### config.mk
export PLATFORM = sky130hd
export DESIGN_NAME = i2c_slave_byte_ctrl
export DESIGN_NICKNAME = d
export VERILOG_FILES = /design/src/rtl/i2c_slave_byte_ctrl.sv
export SDC_FILE = /design/constraint.sdc
export NUM_CORES = 1
export LEC_CHECK = 0
export BUFFER_PORTS_ARGS = -buffer_cell sky130_fd_sc_hd__buf_2
export CORE_AREA = 5 5 65 67
export DETAILED_ROUTE_END_ITERATION = 12
export DIE_AREA = 0 0 70 72
export GPL_TIMING_DRIVEN = 0
export PLACE_DENSITY = 0.87
export SLEW_MARGIN = 30
export SYNTH_ARGS = -nofsm -noshare
export SYNTH_HDL_FRONTEND = slang
export SYNTH_SLANG_ARGS = --single-unit
export TNS_END_PERCENT = 100
### constraint.sdc
create_clock -name clock -period 5.35 [get_ports clock]
set_input_delay 0 -clock clock [delete_from_list [all_inputs] [get_ports clock]]
set_output_delay 0 -clock clock [all_outputs]
set_load 0.05 [all_outputs]
### src/rtl/i2c_slave_byte_ctrl.sv
// I2C target byte engine: synchronizes raw SCL/SDA, detects START/STOP, matches a
// 7-bit address, ACKs/NACKs, and moves payload bytes over rx/tx valid/ready ports.
module i2c_slave_byte_ctrl #(
  parameter int              ALEN     = 7,
  parameter logic [ALEN-1:0] SLV_ADDR = 7'h50
) (
  input  logic       clock,
  input  logic       rst,
  input  logic       scl_i,
  input  logic       sda_i,
  output logic       sda_oe,
  output logic [7:0] rx_data,
  output logic       rx_vld,
  input  logic       rx_ready,
  input  logic [7:0] tx_data,
  input  logic       tx_vld,
  output logic       tx_ready,
  output logic       start_det,
  output logic       stop_det,
  output logic       addr_match,
  output logic       tx_underrun,
  output logic [2:0] curr_status
);

  localparam logic [2:0] S_IDLE     = 3'd0;
  localparam logic [2:0] S_ADDR     = 3'd1;
  localparam logic [2:0] S_ADDR_ACK = 3'd2;
  localparam logic [2:0] S_WR_BYTE  = 3'd3;
  localparam logic [2:0] S_WR_ACK   = 3'd4;
  localparam logic [2:0] S_RD_BYTE  = 3'd5;
  localparam logic [2:0] S_RD_ACK   = 3'd6;

  logic scl_s1_q, scl_s2_q, scl_d_q;
  logic sda_s1_q, sda_s2_q, sda_d_q;
  logic [2:0] state_q, state_d;
  logic [2:0] bit_cnt_q, bit_cnt_d;
  logic [7:0] shift_q, shift_d;
  logic       rw_q, rw_d;
  logic       phase_q, phase_d;
  logic       nack_q, nack_d;
  logic       oe_q, oe_d;
  logic [7:0] rx_data_q, rx_data_d;
  logic       rx_vld_q, rx_vld_d;
  logic       tx_ready_q, tx_ready_d;
  logic       start_q, start_d;
  logic       stop_q, stop_d;
  logic       match_q, match_d;
  logic       under_q, under_d;

  logic scl_rise, scl_fall, start_c, stop_c;
  logic [7:0] load_byte;

  assign scl_rise  = scl_s2_q & ~scl_d_q;
  assign scl_fall  = ~scl_s2_q & scl_d_q;
  // SDA edges only count as START/STOP while SCL is stable high across both samples.
  assign start_c   = scl_s2_q & scl_d_q & sda_d_q & ~sda_s2_q;
  assign stop_c    = scl_s2_q & scl_d_q & ~sda_d_q & sda_s2_q;
  assign load_byte = tx_vld ? tx_data : 8'hFF;

  // rx: rx_vld holds rx_data until the cycle with rx_vld && rx_ready, then clears.
  // tx: tx_data is taken when a read byte is loaded while tx_vld=1; tx_ready pulses then.
  always_comb begin
    state_d    = state_q;
    bit_cnt_d  = bit_cnt_q;
    shift_d    = shift_q;
    rw_d       = rw_q;
    phase_d    = phase_q;
    nack_d     = nack_q;
    oe_d       = oe_q;
    rx_data_d  = rx_data_q;
    rx_vld_d   = rx_vld_q;
    tx_ready_d = 1'b0;
    start_d    = 1'b0;
    stop_d     = 1'b0;
    match_d    = 1'b0;
    under_d    = 1'b0;
    if (rx_vld_q && rx_ready) rx_vld_d = 1'b0;
    if (start_c) begin
      start_d   = 1'b1;
      state_d   = S_ADDR;
      bit_cnt_d = 3'd0;
      oe_d      = 1'b0;
    end else if (stop_c) begin
      stop_d  = 1'b1;
      state_d = S_IDLE;
      oe_d    = 1'b0;
    end else begin
      case (state_q)
        S_IDLE: ;
        S_ADDR: if (scl_rise) begin
          shift_d   = {shift_q[6:0], sda_s2_q};
          bit_cnt_d = bit_cnt_q + 3'd1;
          if (bit_cnt_q == 3'd7) begin
            if (shift_d[7:1] == SLV_ADDR) begin
              state_d = S_ADDR_ACK;
              rw_d    = shift_d[0];
              phase_d = 1'b0;
            end else begin
              state_d = S_IDLE;
            end
          end
        end
        S_ADDR_ACK: if (scl_fall) begin
          if (!phase_q) begin
            oe_d    = 1'b1;
            match_d = 1'b1;
            phase_d = 1'b1;
          end else if (!rw_q) begin
            oe_d      = 1'b0;
            state_d   = S_WR_BYTE;
            bit_cnt_d = 3'd0;
          end else begin
            shift_d    = load_byte;
            oe_d       = ~load_byte[7];
            tx_ready_d = tx_vld;
            under_d    = ~tx_vld;
            state_d    = S_RD_BYTE;
            bit_cnt_d  = 3'd0;
          end
        end
        S_WR_BYTE: if (scl_rise) begin
          shift_d   = {shift_q[6:0], sda_s2_q};
          bit_cnt_d = bit_cnt_q + 3'd1;
          if (bit_cnt_q == 3'd7) begin
            rx_data_d = shift_d;
            rx_vld_d  = 1'b1;
            state_d   = S_WR_ACK;
            phase_d   = 1'b0;
            nack_d    = 1'b0;
          end
        end
        S_WR_ACK: if (scl_fall) begin
          if (!phase_q) begin
            phase_d = 1'b1;
            // A byte the user has not taken by now is dropped and NACKed.
            if (!rx_vld_q || rx_ready) begin
              oe_d = 1'b1;
            end else begin
              oe_d     = 1'b0;
              rx_vld_d = 1'b0;
              nack_d   = 1'b1;
            end
          end else begin
            oe_d    = 1'b0;
            state_d = nack_q ? S_IDLE : S_WR_BYTE;
          end
        end
        S_RD_BYTE: if (scl_fall) begin
          if (bit_cnt_q == 3'd7) begin
            oe_d      = 1'b0;
            bit_cnt_d = 3'd0;
            state_d   = S_RD_ACK;
            phase_d   = 1'b0;
          end else begin
            shift_d   = {shift_q[6:0], 1'b1};
            oe_d      = ~shift_q[6];
            bit_cnt_d = bit_cnt_q + 3'd1;
          end
        end
        S_RD_ACK: begin
          if (scl_rise) begin
            if (sda_s2_q) state_d = S_IDLE;
            else          phase_d = 1'b1;
          end else if (scl_fall && phase_q) begin
            shift_d    = load_byte;
            oe_d       = ~load_byte[7];
            tx_ready_d = tx_vld;
            under_d    = ~tx_vld;
            state_d    = S_RD_BYTE;
          end
        end
        default: state_d = S_IDLE;
      endcase
    end
  end

  always_ff @(posedge clock) begin
    if (rst) begin
      scl_s1_q   <= 1'b1;
      scl_s2_q   <= 1'b1;
      scl_d_q    <= 1'b1;
      sda_s1_q   <= 1'b1;
      sda_s2_q   <= 1'b1;
      sda_d_q    <= 1'b1;
      state_q    <= S_IDLE;
      bit_cnt_q  <= 3'd0;
      shift_q    <= 8'd0;
      rw_q       <= 1'b0;
      phase_q    <= 1'b0;
      nack_q     <= 1'b0;
      oe_q       <= 1'b0;
      rx_data_q  <= 8'd0;
      rx_vld_q   <= 1'b0;
      tx_ready_q <= 1'b0;
      start_q    <= 1'b0;
      stop_q     <= 1'b0;
      match_q    <= 1'b0;
      under_q    <= 1'b0;
    end else begin
      scl_s1_q   <= scl_i;
      scl_s2_q   <= scl_s1_q;
      scl_d_q    <= scl_s2_q;
      sda_s1_q   <= sda_i;
      sda_s2_q   <= sda_s1_q;
      sda_d_q    <= sda_s2_q;
      state_q    <= state_d;
      bit_cnt_q  <= bit_cnt_d;
      shift_q    <= shift_d;
      rw_q       <= rw_d;
      phase_q    <= phase_d;
      nack_q     <= nack_d;
      oe_q       <= oe_d;
      rx_data_q  <= rx_data_d;
      rx_vld_q   <= rx_vld_d;
      tx_ready_q <= tx_ready_d;
      start_q    <= start_d;
      stop_q     <= stop_d;
      match_q    <= match_d;
      under_q    <= under_d;
    end
  end

  assign sda_oe      = oe_q;
  assign rx_data     = rx_data_q;
  assign rx_vld      = rx_vld_q;
  assign tx_ready    = tx_ready_q;
  assign start_det   = start_q;
  assign stop_det    = stop_q;
  assign addr_match  = match_q;
  assign tx_underrun = under_q;
  assign curr_status = state_q;

endmodule

==> flow_summary.toml <==
[layout]
fin_util_pct = 66.1
final_common_cell = "buf_2"
nets = 308
diodes = 0
final_cell_mix = "buf_2 (38), dfxtp_1 (37), a21oi_1 (27)"
layout-drive-gt1-share_pct = 21.2
syn_to_final_growth_pct = 14.3

[placed_design]
hpwlAfterDp_um = 3510
port_buffers = 30
gp_congestion = 0.949

[die]
die_w_um = 70
die_y_um = 72
initial_core_util_pct = 57.9
fp-row-count = 22
pin_count = 32
core_area_mm2 = 0.00358
dieArea_mm2 = 0.00504

[synth]
async_reset_ff_share_pct = 0
ys_ff_latch = 37
synth_area_mm2 = 0.00207
yosysTopAreaCell = "dfxtp_1"
netlist_top_cells_area = "dfxtp_1 (36%), a21oi_1 (6.5%), mux2i_1 (5.8%), nor2_1 (4.2%), nand2b_1 (3.6%)"
yosysWarnings = 0
synth_ff_type = "dfxtp_1"
synth_cell_types = 56
synth_edf_count = 0
syn_nets = 268
syn_inst = 252
synth_top_area_share_pct = 35.8
yosysSeqAreaShare_pct = 35.8
syn_avg_cell_area_um2 = 8.22

[sta]
clock.fmax_mhz = 517
tightest_slew_ns = 0.487
max_slew_margin_pct = 67.5
hold_viol = 0
final.setup_skew_ns = 0.00895
slew_violations = 0
layout_min_cycle_time_ns = 1.93
rsz0062_at_grt = "false"
fin_crit_sh_pct = 36.1
setup-violations-final = 0
setup_tns_ns = 0

[worst_setup_path]
path_common_cell = "ha_1"
cp.arrival_ns = 2.15
reg2reg_depth = 7
cp_slowest_cell = "a222oi_1"
regToRegStartpoint = "bit_cnt_q[0]"
reg2reg_to = "phase_q"
start_kind = "flip-flop"
ff2ff_setup_slack_ns = 3.42
crit_family = "compound AO/OA/AOI/OAI gates"
crit_fanout = 7
end_kind = "flip-flop"
path_cells = "ha_1, ha_1, inv_1, a222oi_1, nand4b_1, mux2i_1, nor2_1"
worst-path-buf-inv = 1
worstPathRequired_ns = 5.57
cpPeakStageDelay_ns = 0.47
crit_type = "flip-flop to flip-flop"

[grt]
top_usage_layer = "met2"
grt-ovfl-total = 0
grt_first_pass_wirelength_um = 8020
grt_pass1_vias = 1738
grt_max_degree = 11
antenna_found_initial = 0
grtUsageMet1_pct = 26.2
grt.total_usage_pct = 19.7
grtUsageMet3_pct = 3.32
met2_usage_pct = 30.2

[clocking]
htreeDepth = 2
cts_root_buf = "clkbuf_4"
insertion_delay_ns = 0.34
cts-buffers-inserted = 5
cts_tree = "done"
clock_path_buffers = 2
cts_sinks = 37
clkTransAtPathRegs_ns = 0.10

[power_and_ir_drop]
ir_drop_v = 0.000138
p_leak_uw = 0.000979
p_per_area_mw_per_mm2 = 209

[detailed_routing]
drc_errors = 0
initialDrtViolationCount = 175
routed_wl_um = 4840
routed_via_density = 5.61
wl_per_cell_um = 14.2
ant_nets = 0
firstDrtPassIters = 5
routed-via-count = 1906

[worst_hold_path]
hold_depth = 5
min_path_type = "input port to flip-flop"
min_from = "tx_vld"
min_to = "shift_q[2]"

[flow_run]
cap_viol_max_count = 0

[run_status]
status = "finished, final reports clean"
==> cell usage after synthesis (2+ instances only) <==
| cell type | number |
|---|---|
| buf_6 | 2 |
| nand2b_1 | 12 |
| and3_1 | 3 |
| nand4_1 | 2 |
| or2_2 | 6 |
| a22o_1 | 3 |
| a21oi_1 | 27 |
| a32oi_1 | 2 |
| or2_0 | 6 |
| a211o_1 | 2 |
| nor2b_1 | 6 |
| inv_1 | 11 |
| nand2_1 | 17 |
| buf_4 | 4 |
| clkbuf_1 | 4 |
| a2bb2oi_1 | 3 |
| o21ai_0 | 6 |
| dfxtp_1 | 37 |
| o21ai_1 | 2 |
| and3b_1 | 2 |
| and2_1 | 5 |
| nor3_1 | 4 |
| nor4_1 | 2 |
| o21a_1 | 4 |
| nand3b_1 | 3 |
| a211oi_1 | 3 |
| nand4b_1 | 2 |
| buf_2 | 8 |
| mux2i_1 | 12 |
| nor3b_1 | 3 |
| nor2_1 | 23 |
| ha_1 | 2 |
==> area by class of cell <==
cell class              instances  area (µm²)
fillers                       321        1210
flip-flops and latches         37         741
clock buffers                   7        55.1
multi-input cells             185        1180
inverters                      12        45.0
well taps                      48        60.1
repair buffers                 33         180
plain buffers                  18         108
==> kinds of logic (layout without fill, tap and decap cells) <==
logic type | after synthesis | count (layout) | share of synthesized area (%)
compound gates | 68 | 68 | 22.4
xor+xnor | 1 | 1 | 0.423
fa+ha+maj | 2 | 2 | 1.21
buf+inv | 30 | 70 | 7.37
flops | 37 | 37 | 35.8
mux | 12 | 12 | 5.80
simple gates | 102 | 102 | 27.0
==> worst max-delay path by stage <==
stage	start	to	slack, ns	depth (start not counted)
2_1_floorplan	curr_status[2]	curr_status[0]	3.40	6
3_3_place_gp	bit_cnt_q[0]	shift_q[1]	3.46	8
3_5_place_dp	bit_cnt_q[0]	shift_q[6]	3.45	8
4_1_cts	bit_cnt_q[0]	phase_q	3.41	7
5_1_grt	bit_cnt_q[0]	shift_q[0]	3.21	8
6_report	bit_cnt_q[0]	phase_q	3.42	7
==> metrics by stage <==
stage / hold WS (ns) / setup WS [ns] / power (µW) / area [µm²] / cells
floorplan: 0.104 / 3.40 / 336 / 2070 / 252
global placement: 0.182 / 3.46 / 352 / 2280 / 330
finish: 0.135 / 3.42 / 495 / 2370 / 340
detailed placement: 0.185 / 3.45 / 353 / 2280 / 330
CTS: 0.114 / 3.41 / 502 / 2370 / 340
global route: 0.174 / 3.21 / 524 / 2370 / 340
==> state kept, by name, indices dropped and copies added, names as in the netlist, 3 cells and up <==
register / count
bit_cnt_q: 3
shift_q: 7
rx_data: 8
curr_status: 3
==> worst min-delay path: stages <==
cell and delay [ns]:
buf_2 0.08, a21oi_1 0.06, a21oi_1 0.10, or2_0 0.12, a21oi_1 0.07
==> where the power goes <==
part | internal (µW) | switching, µW
clock | 62.0 | 84.9
sequential | 281 | 5.21
combinational | 26.5 | 35.8
total | 370 | 126
==> timing repair <==
item,4_1_cts,5_1_grt
setup endpoints to repair,0,0
resized for setup,0,0
buffers inserted,0,0
endpoints found under the hold margin,3,0
hold buffers,3,0
==> layer usage <==
| metal | up-vias | wire length (µm) |
|---|---|---|
| met5 | - | 0 |
| met4 | 0 | 79 |
| met1 | 867 | 2240 |
| met3 | 10 | 282 |
| li1 | 966 | - |
| met2 | 63 | 2230 |
Power figures use the tool's default switching activity.
